## src/rtl/front_panel_pkg.sv

```systemverilog
// front_panel_pkg: shared types and constants for the front-panel controller.
// Holds the program FSM state encoding, button indices and the debounce counter sizing.
package front_panel_pkg;

  typedef enum logic [1:0] {
    IDLE,
    SETUP,
    WRITE,
    HOLD
  } fp_state_t;

  localparam int STEP_BTN  = 0;
  localparam int WRITE_BTN = 1;

  // A single-cycle debounce still needs a 1-bit counter to stay legal.
  function automatic int cnt_width(input int cycles);
    return (cycles > 1) ? $clog2(cycles) : 1;
  endfunction

endpackage

```

## src/rtl/front_panel_debouncer.sv

```systemverilog
// front_panel_debouncer: one button channel -- 2-flop synchroniser, stability counter,
// debounced level and single-cycle press/release strobes.
module front_panel_debouncer
  import front_panel_pkg::*;
#(
  parameter int CYCLES = 270000
) (
  input  logic clk,
  input  logic rst,
  input  logic raw,
  output logic level,
  output logic press_stb,
  output logic release_stb
);

  localparam int            CW      = cnt_width(CYCLES);
  localparam logic [CW-1:0] CNT_MAX = CW'(CYCLES - 1);

  logic          sync_p0, sync_p1;
  logic [CW-1:0] cnt;
  logic          flip;

  assign flip = (sync_p1 != level) && (cnt == CNT_MAX);

  always_ff @(posedge clk) begin
    if (rst) begin
      sync_p0     <= 1'b0;
      sync_p1     <= 1'b0;
      cnt         <= '0;
      level       <= 1'b0;
      press_stb   <= 1'b0;
      release_stb <= 1'b0;
    end else begin
      // Synchroniser stage p0 -> p1
      sync_p0 <= raw;
      sync_p1 <= sync_p0;
      // Stability counter stage: any agreement with the level restarts the count
      if (sync_p1 == level || flip) cnt <= '0;
      else                          cnt <= cnt + CW'(1);
      if (flip) level <= ~level;
      press_stb   <= flip & ~level;
      release_stb <= flip & level;
    end
  end

endmodule

```

## src/rtl/front_panel.sv

```systemverilog
// front_panel: debounced buttons, manual step pulse and RAM program-mode write FSM.
// Optional FRONT_PANEL_AUTOINC_EN: auto-incrementing write address while in program mode.
module front_panel
  import front_panel_pkg::*;
#(
  parameter int NUM_BUTTONS     = 3,
  parameter int DEBOUNCE_CYCLES = 270000,
  parameter int ADDR_WIDTH      = 4,
  parameter int DATA_WIDTH      = 8
) (
  input  logic                   clk,
  input  logic                   rst,
  input  logic [NUM_BUTTONS-1:0] btn_n,
  input  logic                   sw_prog,
  input  logic [ADDR_WIDTH-1:0]  sw_addr,
  input  logic [DATA_WIDTH-1:0]  sw_data,
  output logic [NUM_BUTTONS-1:0] btn_level,
  output logic [NUM_BUTTONS-1:0] btn_press,
  output logic [NUM_BUTTONS-1:0] btn_release,
  output logic                   step_pulse,
  output logic                   prog_we,
  output logic [ADDR_WIDTH-1:0]  prog_addr,
  output logic [DATA_WIDTH-1:0]  prog_data,
  output logic                   prog_busy
);

  logic                  prog_p0, prog_p1;
  logic [ADDR_WIDTH-1:0] addr_p0, addr_p1;
  logic [DATA_WIDTH-1:0] data_p0, data_p1;
  logic [ADDR_WIDTH-1:0] setup_addr;
  fp_state_t             state, state_nxt;

  for (genvar i = 0; i < NUM_BUTTONS; i++) begin : g_btn
    front_panel_debouncer #(
      .CYCLES(DEBOUNCE_CYCLES)
    ) u_deb (
      .clk        (clk),
      .rst        (rst),
      .raw        (~btn_n[i]),
      .level      (btn_level[i]),
      .press_stb  (btn_press[i]),
      .release_stb(btn_release[i])
    );
  end

  always_ff @(posedge clk) begin
    if (rst) begin
      prog_p0 <= 1'b0;
      prog_p1 <= 1'b0;
      addr_p0 <= '0;
      addr_p1 <= '0;
      data_p0 <= '0;
      data_p1 <= '0;
    end else begin
      // Switch synchroniser stage p0 -> p1
      prog_p0 <= sw_prog;
      prog_p1 <= prog_p0;
      addr_p0 <= sw_addr;
      addr_p1 <= addr_p0;
      data_p0 <= sw_data;
      data_p1 <= data_p0;
    end
  end

  assign step_pulse = btn_press[STEP_BTN] & ~prog_p1;

`ifdef FRONT_PANEL_AUTOINC_EN
  logic                  prog_p2;
  logic [ADDR_WIDTH-1:0] addr_cnt;

  // Counter tracks the switches in run mode and on entry to program mode.
  always_ff @(posedge clk) begin
    if (rst) begin
      prog_p2  <= 1'b0;
      addr_cnt <= '0;
    end else begin
      prog_p2 <= prog_p1;
      if (!prog_p1 || !prog_p2) addr_cnt <= addr_p1;
      else if (state == WRITE)  addr_cnt <= addr_cnt + ADDR_WIDTH'(1);
    end
  end

  assign setup_addr = addr_cnt;
`else
  assign setup_addr = addr_p1;
`endif

  always_ff @(posedge clk) begin
    if (rst) begin
      state     <= IDLE;
      prog_addr <= '0;
      prog_data <= '0;
    end else begin
      state <= state_nxt;
      // Address/data only move when a write is actually committed.
      if (state == SETUP && state_nxt == WRITE) begin
        prog_addr <= setup_addr;
        prog_data <= data_p1;
      end
    end
  end

  always_comb begin
    state_nxt = state;
    prog_we   = 1'b0;
    prog_busy = (state != IDLE);
    unique case (state)
      IDLE:  if (prog_p1 && btn_press[WRITE_BTN]) state_nxt = SETUP;
      SETUP: state_nxt = prog_p1 ? WRITE : IDLE;
      WRITE: begin
        prog_we   = 1'b1;
        state_nxt = prog_p1 ? HOLD : IDLE;
      end
      HOLD:  if (!prog_p1 || !btn_level[WRITE_BTN]) state_nxt = IDLE;
    endcase
  end

endmodule

```

## config.mk

```make
export PLATFORM = sky130hd
export DESIGN_NAME = front_panel
export DESIGN_NICKNAME = d
export VERILOG_FILES = /design/src/rtl/front_panel_pkg.sv /design/src/rtl/front_panel_debouncer.sv /design/src/rtl/front_panel.sv
export SDC_FILE = /design/constraint.sdc
export NUM_CORES = 1
export LEC_CHECK = 0
export ABC_AREA = 1
export CORE_UTILIZATION = 50
export DETAILED_ROUTE_END_ITERATION = 12
export GPL_TIMING_DRIVEN = 0
export PLACE_DENSITY = 0.81
export SLEW_MARGIN = 25
export SYNTH_ARGS = -nofsm -noshare
export SYNTH_HDL_FRONTEND = slang
export SYNTH_SLANG_ARGS = --single-unit
```

## constraint.sdc

```tcl
create_clock -name clk -period 2.5 [get_ports clk]
set_clock_uncertainty 0.2 [all_clocks]
set_input_delay 0.5 -clock clk [delete_from_list [all_inputs] [get_ports clk]]
set_output_delay 0.5 -clock clk [all_outputs]
set_load 0.03 [all_outputs]
```

======== Word level (Yosys, flattened, before mapping) ========
Cells that the tools add are included.
cells by class
  $add $sub $neg .......................... 3
  multipliers ............................. 0
  div/mod/pow operators ................... 0
  magnitude comparators ................... 0
  eq/ne operators ......................... 13
  shift operators ......................... 0
  mux-type cells .......................... 6
  bitwise operators ....................... 14
  reduce and logical (&&, ||, !) cells .... 16
operator list
  cell                                            number
  adder 19 x 1 -> 19 bit (second input constant)  3
  == test 19 bit (second input constant)          3
  2-to-1 mux 2 bit                                4
  case mux 2 bit (4 select lines)                 1
  AND 1 bit                                       7
  inverter 1 bit                                  7
  == test 2 bit (second input constant)           3
  OR reduction 2 bit                              3
  logical AND 1 bit                               5
  logical OR 1 bit                                4
  == test 1 bit                                   3
  inequality test 1 bit                           3
  == test 2 x 1 -> 1 bit (second input constant)  1
  logical NOT 1 bit                               2
  logical NOT 2 bit                               1
  nonzero test 2 bit                              1
  2-to-1 mux 1 bit                                1
storage, ports and cells
  bits in registers ....................... 112
  bits in latches ......................... 0
  RAM bits ................................ 0
  bits in read-only memories .............. 0
  bits of input ports ..................... 18
  output and inout port bits .............. 24
  word-level logic and storage cells ...... 79
  memories ................................ 0

======== Depth between registers and ports, before layout ========
Gate-level depths: netlist of run 1.
  word-level depth ........................ 6
  mapped depth ............................ 8
  mapped depth without buffers ............ 8

======== Cells and area by module ========
A second synthesis of run 1 with hierarchy kept.
second synthesis, totals
  cell total of the unflattened synthesis .. 713
  area total of the unflattened synthesis .. 5,156.2 µm²
by module, submodules not included
  module                 times used  cells each  area each (µm²)  sequential area each (µm²)
  front_panel_debouncer  3           178         1,263.7          480.5
  front_panel            1           179         1,365.1          800.8

======== Worst setup path after synthesis of run 1 ========
Ideal clock, no wire load.
  path type ............................... reg2reg
  start point ............................. register g_btn[0].u_deb.cnt[0]
  end point ............................... register g_btn[0].u_deb.cnt[15]
  library setup time ...................... 115 ps
  arrival time ............................ 1,296 ps
  required time ........................... 2,185 ps
  setup slack ............................. 890 ps
  cell stages (with the launch flop) ...... 8
  buffers on the path ..................... 1
  period minus slack after synthesis ...... 1,610 ps
  cell sequence ........................... dfxtp_1 > ha_1 > nand3_2 > nor2_2 > nand3b_1 > nand2_2 > buf_6 > nor2_1
between the ends
  cells in the longest elaborated chain, start to end .. 4
  elaborated cells on any way between the ends .. 5
  classes of those cells .................. 1 x add/sub; 1 x eq/ne; 3 x reduce/logical
RTL lines
  item                                                            RTL line                     source
  from (decl)                                                     front_panel_debouncer.sv:20  logic [CW-1:0] cnt;
  from (signal assigned)                                          front_panel_debouncer.sv:39  else cnt <= cnt + CW'(1);
  branches (longest 4 deep; another with adder 19 x 1 -> 19 bit)  -
Several ways; the timed one is not identified.
A chain may end at the register's enable or synchronous reset.

======== Worst setup path after layout of run 1 ========
  start point ............................. register state[1]
  end point ............................... output prog_we
between the ends
  cells in the longest elaborated chain, start to end .. 2
RTL lines
  item                    RTL line            source
  from (decl)             front_panel.sv:31   fp_state_t state, state_nxt;
  from (signal assigned)  front_panel.sv:94   state <= state_nxt;
  == test 2 bit           front_panel.sv:107  unique case (state)
  2-to-1 mux 1 bit        front_panel.sv:107
  to (decl)               front_panel.sv:21   output logic prog_we,
No other way between the ends.

==> run summary, run 1 <==
status -> completed
pin count of the biggest net entering global routing -> 25
Yosys top cell area share -> 47.5%
PostCTS Resize Cnt -> 0
Async SR Flop Fraction -> 0%
routed via count -> 3959
CTS tree -> yes
Int Pwr -> 2.27 mW
crit share post-route -> 94.7%
Post-Synthesis Cells -> 646
kind of critical path -> reg2out
Arrival @ worst endpoint -> 1.67 ns
Worst R2R Start -> g_btn[0].u_deb.cnt[0]
CP startpoint kind -> flip-flop
Post-synth EDFFs -> 0
Nets -> 719
Tot Pwr -> 3.02 mW
sequential area share after synthesis -> 47.5%
Overall Global Routing Usage -> 20.1%
CTS max path bufs -> 2
CP endpoint kind -> output port
CTS clk-pin slew, worst paths -> 0.13 ns
leading area contributor after synthesis -> dfxtp_1
Top Ports -> 42
drt first pass iters -> 4
syn_area_per_cell -> 7.30 um^2
GRT overflow -> 0
CTS H-tree lvls -> 3
combinational fraction of design power -> 2.7%
crit-path max FO -> 3
measured slew at the worst slew-check pin -> 0.408 ns
Core Area -> 9200 um^2
maximum vdd ir drop -> 0.454 mV
Initial Utilization -> 51.3%
synth cell count leaders -> nand2_1 (135), nor2_1 (134), dfxtp_1 (112)
PwrDens -> 550 nW/um^2
switching pwr -> 0.752 mW
top cells by area, synth -> dfxtp_1 (48%), nand2_1 (11%), nor2_1 (11%)
unrepaired setup endpoints after global routing -> no
Net Sw Frac -> 24.9%
fillers -> 806
relative slew slack -> 72.8%
Post-DRT Antenna Nets -> 0
top_reg_cell synth -> dfxtp_1
HP Start -> data_p0[2]
library cells used by synthesis -> 29
area of the die -> 9820 um^2
HPWL after DPL -> 6860 um
vias in the first global route -> 3700
fin cells -> 814
clock latency at the later pin of the worst-skew pair -> 0.38 ns
final hold violations -> 0
MaxCap Viol Count -> 0
DR WL/cell -> 11.4 um
clk sinks -> 112
port buffer count -> 41
Layout area overhead -> 16.4%
ANT cells -> 0
first-pass GRT wire length -> 15800 um
root buf cell -> clkbuf_8
Post-CTS Hold Fix Bufs -> 0
Initial DRC Count -> 140
FP Rows -> 35
setup tns final -> 0 ns
CTS buffer count -> 9
Netlist Area Pre-Place -> 4720 um^2
vias per cell -> 4.86
Synth Net Count -> 667
LEAKAGE -> 2.02 nW
min cycle time layout -> 2.37 ns
Syn. warnings -> 0
most numerous cell in the Yosys netlist -> nand2_1
Flop pwr share -> 60.2%
Req. time, crit path -> 1.80 ns
flop and latch count out of synthesis -> 112
Routed WL -> 9290 um
Post-CTS Setup Bufs -> 0
Final Max Slew Viols -> 0
launch point of the worst path -> state[1]
initial antenna violation count -> 0
min-delay worst type -> reg2reg
Routability Congestion -> 0.948
clock share of power -> 37.1%
share of cells above drive strength 1 -> 7.97%
# DRC -> 0
final setup fails -> 0
Die X -> 99.1 um
Die H -> 99.1 um
dpl cells -> 798
Max Fclk -> 422 MHz
[worst max-delay path, stage by stage, from the launching register on]
cell	delay [ns]
dfxtp_1	0.37
inv_1	0.08
nor2_1	0.14
clkdlybuf4s50_1	0.69
[power groups by stage]
stage	sequential, mW	combinational [mW]	clock [mW]
floorplan	1.86	0.0425	0
global placement	1.86	0.0786	0
detailed placement	1.86	0.0817	0
CTS	1.82	0.0818	1.15
global route	1.82	0.0921	1.21
finish	1.82	0.0810	1.12
[cells by family after synthesis]
family	after synthesis	share of synthesized area, %
flops	112	47.5
compound gates	54	6.00
buf+inv	111	10.2
fa+ha+maj	3	0.796
simple gates	344	31.4
xor+xnor	22	4.09
[layout make-up]
type	instances	area, um^2	area share [%]
clock buffer	9	124	2.26
tap	111	139	2.53
multi-input combinational	423	1990	36.3
timing repair buffer	41	410	7.48
sequential	112	2240	40.9
buffer	19	134	2.44
clock inverter	7	98.8	1.80
inverter	92	345	6.29
[flip-flops by register name (all words and copies together), names as in the netlist]
signal and count:
prog_p0 1, g_btn.u_deb.sync_p0 3, addr_p0 4, g_btn.u_deb.release_stb 3, prog_data 8, data_p1 8
addr_p1 4, g_btn.u_deb.level 3, g_btn.u_deb.sync_p1 3, g_btn.u_deb.cnt 57, data_p0 8, prog_addr 4
g_btn.u_deb.press_stb 3, state 2, prog_p1 1
[cell usage in the layout, fill, tap and decap left out, types with 4 or more instances in the layout]
cell	instances
o21ai_0	13
nor3_1	4
buf_4	9
inv_1	91
xnor2_1	11
nor2_2	8
clkdlybuf4s50_1	41
nand2_1	135
nand2_2	4
a21oi_1	38
buf_2	5
nor2_4	4
or2_0	6
clkinv_8	4
xor2_1	11
nor2_1	134
clkbuf_8	9
nand3_1	27
nand4_1	13
dfxtp_1	112
[path summary, 6_finish.rpt]
check	end	slack, ns	depth (start not counted)
setup reg to reg	g_btn[0].u_deb.cnt[16]	0.59	7
hold reg to reg	data_p1[2]	0.21	2
hold / removal	data_p1[2]	0.21	2
setup / recovery	prog_we	0.13	3
[routing by layer]
layer / up-vias / routed length (um) / GRT usage (%) / share of wire (%)
met5: - / 0 / 0 / 0
met4: 0 / 99 / 8.60 / 1.1
met3: 7 / 343 / 3.37 / 3.7
met2: 85 / 4590 / 34.4 / 49
met1: 1790 / 4250 / 25.2 / 46
li1: 2077 / - / - / -
[through the flow]
stage	hold WS [ns]	area [um^2]	worst slack [ns]	util, %
floorplan	0.188	4720	0.890	-
global placement	0.189	5270	0.266	57.3
detailed placement	0.192	5270	0.272	57.3
CTS	0.210	5490	0.118	59.7
global route	0.221	5490	0.0590	59.7
finish	0.209	5490	0.132	59.7
Note: power is estimated with default switching activity, not from simulation.
==> run 2: changes to the inputs <==
--- a/config.mk
+++ b/config.mk
@@ -7,6 +7,7 @@
 export LEC_CHECK = 0
 export ABC_AREA = 1
 export CORE_UTILIZATION = 50
+export CTS_CLUSTER_SIZE = 10
 export DETAILED_ROUTE_END_ITERATION = 12
 export GPL_TIMING_DRIVEN = 0
 export PLACE_DENSITY = 0.81
==> constraint.sdc (replaced) <==
create_clock -name clk -period 2.5 [get_ports clk]
set_clock_uncertainty 0.2 [all_clocks]
set_input_delay 0.5 -clock clk [delete_from_list [all_inputs] [get_ports clk]]
set_output_delay 0.5 -clock clk [all_outputs]
set_load 0.01 [all_outputs]
==> results of run 2 <==
Same layout as run 1 (identical final DEF). Status: completed.
Main changes from that run: setup slack after layout 0.132 ns -> 0.267 ns
==> run 3: changes to the inputs <==
--- a/config.mk
+++ b/config.mk
@@ -7,7 +7,7 @@
 export LEC_CHECK = 0
 export ABC_AREA = 1
 export CORE_UTILIZATION = 50
-export CTS_CLUSTER_SIZE = 10
+export CTS_CLUSTER_SIZE = 24
 export DETAILED_ROUTE_END_ITERATION = 12
 export GPL_TIMING_DRIVEN = 0
 export PLACE_DENSITY = 0.81
==> results of run 3 <==
Same layout as run 1 (identical final DEF). Status: completed.
Main changes from that run: setup slack after layout 0.132 ns -> 0.267 ns
